[src/rtl/traffic_counter_pkg.sv]
// Shared types and constants for the intersection phase sequencer.
package traffic_pkg;

    // Intersection phases, in the order they are visited.
    typedef enum logic [1:0] {
        NS_GREEN  = 2'd0,
        NS_YELLOW = 2'd1,
        EW_GREEN  = 2'd2,
        EW_YELLOW = 2'd3
    } phase_t;

    // Lamp encodings, {red, yellow, green}, one-hot.
    localparam logic [2:0] LAMP_RED = 3'b100;
    localparam logic [2:0] LAMP_YEL = 3'b010;
    localparam logic [2:0] LAMP_GRN = 3'b001;

    // Largest duration the two-digit display can show.
    localparam int unsigned MAX_T = 99;

    // Phase that follows p; EW_YELLOW wraps back to NS_GREEN.
    function automatic phase_t next_phase(phase_t p);
        phase_t n;
        case (p)
            NS_GREEN:  n = NS_YELLOW;
            NS_YELLOW: n = EW_GREEN;
            EW_GREEN:  n = EW_YELLOW;
            default:   n = NS_GREEN;
        endcase
        return n;
    endfunction

endpackage

[src/rtl/traffic_counter_if.sv]
// Display and lamp bundle from the phase sequencer to the downstream drivers.
// There is no handshake: every signal is continuously valid after reset and
// the consumer simply samples it; the producer never waits on the consumer.
interface traffic_counter_if;
    import traffic_pkg::*;

    logic [6:0] number;    // seconds remaining in the current phase, 1..99
    phase_t     phase;     // current phase (also the sequencer state)
    logic [2:0] ns_light;  // north-south {red, yellow, green}
    logic [2:0] ew_light;  // east-west {red, yellow, green}

    modport master (output number, output phase, output ns_light, output ew_light);
    modport slave  (input  number, input  phase, input  ns_light, input  ew_light);
endinterface

[src/rtl/traffic_counter.sv]
// Two-way intersection phase sequencer with per-phase seconds countdown,
// advanced by the 1 Hz tick.
module traffic_counter
    import traffic_pkg::*;
#(
    parameter int unsigned GREEN_T  = 25,
    parameter int unsigned YELLOW_T = 3
) (
    input  logic               clk_1s,
    input  logic               rst,
    traffic_counter_if.master  tif
);

    // Reject durations the display or countdown cannot represent.
    if (GREEN_T < 1 || GREEN_T > MAX_T) begin : g_bad_green
        $error("traffic_counter: GREEN_T must be in 1..99");
    end
    if (YELLOW_T < 1 || YELLOW_T > MAX_T) begin : g_bad_yellow
        $error("traffic_counter: YELLOW_T must be in 1..99");
    end

    localparam logic [6:0] GREEN_D  = 7'(GREEN_T);
    localparam logic [6:0] YELLOW_D = 7'(YELLOW_T);

    phase_t     phase_q;
    logic [6:0] number_q;

    // Duration loaded on entry to phase p.
    function automatic logic [6:0] duration(phase_t p);
        return (p == NS_GREEN || p == EW_GREEN) ? GREEN_D : YELLOW_D;
    endfunction

    // Countdown and phase advance; reload at 1 so the display never shows 0.
    always_ff @(posedge clk_1s) begin
        if (rst) begin
            phase_q  <= NS_GREEN;
            number_q <= GREEN_D;
        end else if (number_q == 7'd1) begin
            phase_q  <= next_phase(phase_q);
            number_q <= duration(next_phase(phase_q));
        end else begin
            number_q <= number_q - 7'd1;
        end
    end

    assign tif.number = number_q;
    assign tif.phase  = phase_q;

    // Lamp decode from the phase alone; exactly one direction is non-red.
    always_comb begin
        tif.ns_light = LAMP_RED;
        tif.ew_light = LAMP_RED;
        case (phase_q)
            NS_GREEN:  tif.ns_light = LAMP_GRN;
            NS_YELLOW: tif.ns_light = LAMP_YEL;
            EW_GREEN:  tif.ew_light = LAMP_GRN;
            default:   tif.ew_light = LAMP_YEL;
        endcase
    end

endmodule

[src/flat_wrapper.sv]
// flat-port wrapper written by rule: the top's interface ports become plain ports
module traffic_counter_flat import traffic_pkg::*;
#(
    parameter int unsigned GREEN_T  = 25,
    parameter int unsigned YELLOW_T = 3
)
  (clk_1s, rst, tif_number, tif_phase, tif_ns_light, tif_ew_light);
  traffic_counter_if tif_i ();
  input  logic clk_1s;
  input  logic rst;
  output wire logic [$bits(tif_i.number)-1:0] tif_number;
  output wire logic [$bits(tif_i.phase)-1:0] tif_phase;
  output wire logic [$bits(tif_i.ns_light)-1:0] tif_ns_light;
  output wire logic [$bits(tif_i.ew_light)-1:0] tif_ew_light;
  assign tif_number = tif_i.number;
  assign tif_phase = tif_i.phase;
  assign tif_ns_light = tif_i.ns_light;
  assign tif_ew_light = tif_i.ew_light;
  traffic_counter #(.GREEN_T(GREEN_T), .YELLOW_T(YELLOW_T)) u_core (.clk_1s(clk_1s), .rst(rst), .tif(tif_i));
endmodule
[config.mk]
export PLATFORM = sky130hd
export DESIGN_NAME = traffic_counter_flat
export DESIGN_NICKNAME = d
export VERILOG_FILES = /design/src/rtl/traffic_counter_pkg.sv /design/src/rtl/traffic_counter_if.sv /design/src/rtl/traffic_counter.sv /design/src/flat_wrapper.sv
export SDC_FILE = /design/constraint.sdc
export NUM_CORES = 1
export LEC_CHECK = 0
export ABC_AREA = 1
export CAP_MARGIN = 10
export CORE_AREA = 2 2 39 41
export CTS_CLUSTER_SIZE = 40
export DETAILED_ROUTE_END_ITERATION = 7
export DIE_AREA = 0 0 41 43
export PLACE_DENSITY = 0.72
export SLEW_MARGIN = 10
export SYNTH_ARGS = -nofsm -noshare
export SYNTH_HDL_FRONTEND = slang
export SYNTH_SLANG_ARGS = --single-unit
[constraint.sdc]
create_clock -name clk_1s -period 2.2 [get_ports clk_1s]
set_input_delay 0.44 -clock clk_1s [delete_from_list [all_inputs] [get_ports clk_1s]]
set_output_delay 0.44 -clock clk_1s [all_outputs]
set_load 0.1 [all_outputs]
==> results summary, run 1 <==
The flow ran to the end, and the final reports show no timing, DRC or antenna violations. TritonCTS built the clock tree. The count of input and output buffers came out at 16.

Detailed placement finished with a half-perimeter wire length of 907 µm. After clock tree synthesis, the setup repair step added 0 buffers. The final setup violation count is 0. After global routing the overflow that remains totals 0. The max-slew violation count came out at 0.

The detailed-router iteration count before antenna repair is 4. Entering global routing, the biggest net connects 7 pins. The fraction of power consumed by sequential logic is 22.8%.

The number of fill cells is around 140. The count of cell types in the netlist is 15. Derived from the worst setup path, the maximum achievable clock frequency is around 590 MHz.

The maximum root-to-sink buffer count is 2. Clock tree synthesis found a total of 9 sinks. Along the worst path, the maximum fanout reaches 5. The first global-routing pass estimated 1890 µm of wire.

The worst hold path class is reg2reg. The critical path startpoint category is a flip-flop. The y dimension of the die is around 43 µm.

For this block, the routed nets add up to approximately 1100 µm of wire. The worst vdd rail ir drop came out at roughly 0.00075 V. The worst setup path is of the reg2out kind. The worst setup path is captured at a primary output. The reported max-cap violation count came out at 0. The switching part of the total came out at 59.3%. The leakage power is approximately 0.00037 µW. The portion of the clock cycle consumed by the worst path in the final layout is 76.6%. Detailed routing inserted a total of 507 vias. The arrival time of data at the critical path endpoint is roughly 1300 ps. In this run, synthesis inferred 0 flip-flops with an integrated enable. The layout overhead on the synthesized area came out at 46.0%. For the final database, setup skew stands at approximately 3.6 ps. The clock reaches the later pin of the worst-skew pair after roughly 260 ps. The cell internal power dissipation came out at approximately 460 µW. The clock network accounts for between 10% and 20% of the total power. Setup repair after global routing left no endpoint under its margin. The initial core utilization came out at between 30% and 40%. For this design the ratio of total power to cell area is 1410 nW/µm². The biggest area contributor in the post-synthesis netlist is dfxtp_1. The floorplan row count came out at 14. The hold violation total from the final report is 0. The number of diodes added for antenna fixing is 0. The post-synth design cell area is ~540 µm².

The global-route usage over all layers came out at between 10% and 20%. The total area of multi-input combinational cells is 362 µm². The commonest cells after synthesis are 15 x nand2_1, 12 x inv_1, 9 x dfxtp_1, 8 x nor2_1. The flip-flop and latch count after synthesis is 9. The combinational fraction of design power came out at roughly two thirds. The via count of the first global-routing pass is approximately 480. The setup TNS came out at 0 ps. The clock transition time at the flip-flop clock pins of the worst setup and hold paths came out at 60 ps. In the final layout, the share of cells above drive strength 1 is 38.5%. The number of nets with antenna violations after routing came out at 0. By instance count, the leading cell after synthesis is nand2_1. The worst path needs roughly 1700 ps of the cycle, external delays included. The quantity of gates resized following cts came out at 0. The horizontal die dimension is around 40 µm. The post-synth net total is between 70 and 80. The worst hold slack after final layout is just over 500 ps. Dividing the detail-routed wire length by the instance count gives ~10 µm. The total area of sequential cells is between 150 and 200 µm². The floorplan die area came out at 1760 µm². The count of yosys warnings during synthesis is 0.

The switching power is about 660 µW. At the end of routability-driven placement, the weighted congestion stood at approximately 0.74. For this run, the leading register cell type out of synthesis is dfxtp_1.

After synthesis, flip-flops and latches occupy roughly 33% of the total area. The number of buffers inserted for hold repair after clock tree synthesis came out at 0. The async set-or-reset flop fraction in the synthesized netlist came out at 0%. The area fraction of the dominant cell type after synthesis came out at about 33%. The remaining max-slew budget at the tightest pin is between 70% and 80%. The data required time of the worst path is around 1800 ps. The initial DRC count is 4. The root buffer cell is clkbuf_4. Yosys attributes the largest share of cell area to dfxtp_1 33%, ha_1 14%, nand2_1 10%. The number of nets in the layout is 100. The area of the placeable core is between 1000 and 1500 µm². The top-level I/O count came out at 17.

The number of vias per cell after detailed routing came out at about 4.7. The initial antenna violation count is 0. The clock buffer count from CTS is 3. At the pin with the least slew margin, the transition time is around 360 ps. The level count of the clock H-tree is 1.

The DRC violation count after routing came out at 0. After synthesis, the mean cell area works out to 7.67 µm². The gate count after technology mapping is 71.
-- cell families after synthesis --
group	Yosys count	synth area share [%]
and+or+nand+nor	37	37.2
buffers and inverters	12	8.28
DFF	9	33.1
AOI/OAI and AO/OA	7	7.59
adders and majority gates	6	13.8
-- power by group through the flow --
stage	Clock [µW]	Combinational, µW	Sequential (µW)
global route	142	777	260
global placement	0	738	259
CTS	133	742	255
detailed placement	0	741	259
finish	126	738	255
floorplan	0	353	506
-- worst max-delay path: stages (launching register included) --
cell and delay, ps:
dfxtp_4 380, inv_4 50, ha_4 160, nor2_4 160, nor2_4 60, buf_12 160
-- final timing paths --
path | startpoint | to | slack [ps] | cells after the start
max | u_core.tif.phase[1]$_SDFFE_PP0P_ | tif_ew_light[2] | 510 | 5
min | u_core.tif.number[0]$_SDFF_PP1_ | u_core.tif.number[0]$_SDFF_PP1_ | 510 | 1
max reg2reg | u_core.tif.number[0]$_SDFF_PP1_ | u_core.tif.number[1]$_SDFF_PP0_ | 920 | 8
min reg2reg | u_core.tif.number[0]$_SDFF_PP1_ | u_core.tif.number[0]$_SDFF_PP1_ | 510 | 1
-- layout by cell type, fill, tap and decap left out, drive strengths merged --
| cell | Yosys | final |
|---|---|---|
| a21oi | 4 | 4 |
| buf | 0 | 15 |
| clkbuf | 0 | 3 |
| clkdlybuf4s50 | 0 | 1 |
| clkinv | 0 | 1 |
| dfxtp | 9 | 9 |
| ha | 6 | 6 |
| inv | 12 | 12 |
| nand2 | 17 | 17 |
| nand3 | 7 | 7 |
| nand4 | 1 | 1 |
| nor2 | 11 | 11 |
| o21ai | 2 | 2 |
| o21bai | 1 | 1 |
| or2 | 1 | 1 |
-- stage by stage --
stage          power (µW)  std cells  instance area [µm²]  setup WS [ps]  util (%)
6_report             1120        107                  795            514      57.4
5_1_grt              1180        107                  795            460      57.4
4_1_cts              1130        107                  795            493      57.4
3_5_place_dp          999        103                  767            745      55.4
3_3_place_gp          997        103                  767            781      55.4
2_1_floorplan         859         71                  599           5.62         -
-- area by class of cell --
class	count	share of cell area, %
flip-flops and latches	9	23.6
multi-input cells	50	45.5
clock buffers	3	2.83
inverters	12	6.30
repair buffers	16	18.6
clock inverters	1	0.630
well taps	16	2.52
-- sequential cells by signal, summed over array words and instances (netlist names) --
| register | flops |
|---|---|
| u_core.tif.number | 7 |
| u_core.tif.phase | 2 |
-- routing by layer --
layer  global-route usage [%]  vias up  share of wire, %  wire length, µm
li1                         -      263                 -                -
met1                     17.2      230                42              467
met2                     26.6       14                52              578
met3                     8.38        0               6.0               67
met4                     2.00        0                 0                0
met5                        0        -                 0                0
No activity file was read; power rests on OpenSTA's default activity.
==> inputs of run 2 (changes only) <==
--- a/config.mk
+++ b/config.mk
@@ -7,10 +7,9 @@
 export LEC_CHECK = 0
 export ABC_AREA = 1
 export CAP_MARGIN = 10
-export CORE_AREA = 2 2 39 41
+export CORE_UTILIZATION = 39
 export CTS_CLUSTER_SIZE = 40
 export DETAILED_ROUTE_END_ITERATION = 7
-export DIE_AREA = 0 0 41 43
 export PLACE_DENSITY = 0.72
 export SLEW_MARGIN = 10
 export SYNTH_ARGS = -nofsm -noshare
==> constraint.sdc (replaced) <==
create_clock -name clk_1s -period 1.42 [get_ports clk_1s]
set_input_delay 0.284 -clock clk_1s [delete_from_list [all_inputs] [get_ports clk_1s]]
set_output_delay 0.284 -clock clk_1s [all_outputs]
set_load 0.1 [all_outputs]
==> results summary, run 2 (synthesis gave the netlist of run 1 again) <==
The data required time of the worst path came out at ~1100 ps. For this run, the detailed router's first-pass iteration total came to 4. The critical path startpoint category is a flip-flop. The total power came out at 2060 µW. Counting I/O delays and the setup requirement, the final critical path takes roughly 1500 ps. The minimum setup slack in the final design came out at -117 ps. The leakage power is 0.000453 µW.

Headroom to the max-slew limit came out at 82.3%. The area of the placeable core came out at roughly 1300 µm². The switching power came out at 1130 µW. The clock transition time at the flip-flop clock pins of the worst setup and hold paths is 70 ps. The initial antenna violation count is 0.

In the finished design, the share of the clock period the worst path needs comes to 108%. The sink count of the clock tree came out at 9. The hold violation total from the final report is 0.

The floorplan row count came out at 13. For this run, the number of standard cells in the final layout without fillers is approximately 110. In this run the worst hold path is classified as reg2reg.

The kind of end point of the critical path is a primary output. In this run, flip-flops and latches consume 21.5% of the power. The worst register-to-register path begins at u_core.tif.number[1]$_SDFF_PP0_. The type of the worst setup path is reg2out.

The run finished, with violations left. The combinational fraction of design power came out at approximately two thirds. Along the worst path, the maximum fanout reaches 4. Per report_power, the clock group accounts for between 10% and 20% of the total.

17 I/O pins were placed. The register with the most flip-flops in the layout has 7 of them. The number of diodes added for antenna fixing came out at 0.

The average routed wire per standard cell is around 15 µm. Once detail routing completed, the nets flagged for antenna violations numbered 0. The number of nets in the layout is about 110. The number of buffers inserted for hold repair after clock tree synthesis is 0. The met1 track utilization from global routing is between 30% and 40%. The clock buffer count from CTS is 3. After detailed routing, the number of remaining DRC violations is 0. CTS placed an instance of clkbuf_4 at the clock tree root. The areal power density over the cells came out at between 2000 and 2500 nW/µm². The top cell types in the final layout, fill and taps aside, are 15 x nand2_1, 15 x buf_12, 10 x inv_1, 6 x nor2_1, 6 x nand3_1. The switching part of the total is a little over half. The hold path startpoint is u_core.tif.number[0]$_SDFF_PP1_. The residual overflow from global routing came out at 0. For the worst-skew pair, the clock arrives at the later sink with an insertion delay of between 200 and 300 ps. The global routing usage on met3 came out at between 3 and 4%. Detailed placement ended at an HPWL of 1140 µm. During placement, the flow inserted port buffers numbering 16.

The via count is ~570. The final weighted congestion in routability-driven placement is ~0.76. The floorplan step defined a die boundary enclosing roughly 1500 µm². The arrival time of data at the critical path endpoint came out at ~1300 ps. TritonCTS built the clock tree. The worst hold path terminates at u_core.tif.number[0]$_SDFF_PP1_. The global-route usage over all layers came out at between 20 and 30%. The detailed-route wire length came out at 1680 µm. The max-slew violation count is 0. Static timing analysis puts the maximum clock frequency at between 600 and 700 MHz. Counting cells, the worst reg-to-reg path comes to 9. The layout overhead on the synthesized area came out at 89.2%. The share of the core filled with cells came out at around four fifths. The met2 usage came out at 42.9%. For the final database, setup skew stands at roughly 6.5 ps. The worst vdd rail ir drop came out at 0.00141 V. The level count of the clock H-tree came out at 1. The worst-margin pin slew came out at 264 ps.

The worst hold slack after final layout is around 480 ps. The final setup violation count is 3. The minimum setup slack among reg-to-reg paths is approximately 110 ps. The layer flagged by global routing as most heavily used is met2.

The initial DRC count is 12. The number of placed instances, taps included came out at 102. The reported max-cap violation count came out at 0. The share of final-layout standard cells stronger than drive strength 1 came out at around 50%. Setup repair after global routing could not meet its margin everywhere.

Along the worst hold path, the cell count comes to 1. The first-pass GRT wire length came out at ~2500 µm. The cell internal power dissipation came out at roughly 930 µW. The y dimension of the die came out at just under 40 µm. The via count of the first global-routing pass came out at between 500 and 600. In this run the critical register-to-register path is captured at u_core.tif.phase[0]$_SDFFE_PP0P_. The setup TNS is -248 ps. The horizontal die dimension is 39.4 µm.

The final reports fail on setup timing. No sink is reached through more buffers than the 2 on the longest clock path. In the routed layout, each cell is associated on average with a via count of 5.12.

For this configuration, the core starts out at a cell density of a little over two fifths. The maximum number of pins on one net before global-route repair is 7.
run 2: area by class of cell:
| type | count | area (µm²) |
|---|---|---|
| fill | 82 | 272 |
| tap | 15 | 18.8 |
| sequential | 9 | 201 |
| inverter | 12 | 50.0 |
| timing repair buffer | 22 | 359 |
| clock buffer | 4 | 26.3 |
| multi-input combinational | 50 | 374 |
run 2: how the worst max path moves through the flow:
stage                                           from                               to  slack [ps]  cells past startpoint
detailed placement  u_core.tif.phase[0]$_SDFFE_PP0P_  u_core.tif.number[1]$_SDFF_PP0_          90                      6
CTS                 u_core.tif.phase[0]$_SDFFE_PP0P_                  tif_ew_light[2]        -140                      5
global placement                                 rst  u_core.tif.number[1]$_SDFF_PP0_         130                      6
finish              u_core.tif.phase[1]$_SDFFE_PP0P_                  tif_ew_light[2]        -120                      5
global route        u_core.tif.phase[0]$_SDFFE_PP0P_                  tif_ew_light[2]        -150                      5
floorplan           u_core.tif.phase[1]$_SDFFE_PP0P_                  tif_ew_light[2]        -620                      4
run 2: power groups by stage:
| stage | Combinational [µW] | Sequential [µW] | Clock (µW) |
|---|---|---|---|
| 2_1_floorplan | 544 | 804 | 0 |
| 3_3_place_gp | 1320 | 444 | 0 |
| 3_5_place_dp | 1350 | 453 | 0 |
| 4_1_cts | 1380 | 443 | 215 |
| 5_1_grt | 1460 | 452 | 237 |
| 6_report | 1410 | 444 | 211 |
run 2: critical path: stages (launching register included):
cell     delay, ps
dfxtp_4        380
inv_4           50
ha_4           170
nor2_4         160
nor2_4          50
buf_12         160
run 2: layer usage:
metal / up-vias / routed length (µm)
li1: 278 / -
met1: 270 / 633
met2: 19 / 940
met3: 6 / 63
met4: 0 / 43
met5: - / 0
run 2: what timing repair did:
action                     in CTS  in global routing
setup endpoints to repair       3                  5
resized for setup               2                  2
pin swaps                       4                  4
cloned                          0                  0
setup buffers                   4                  2
run 2: metrics by stage:
step	instance area (µm²)	setup WS [ps]
6_report	1030	-117
5_1_grt	1030	-151
4_1_cts	1010	-141
3_5_place_dp	942	94.3
3_3_place_gp	942	133
2_1_floorplan	613	-618
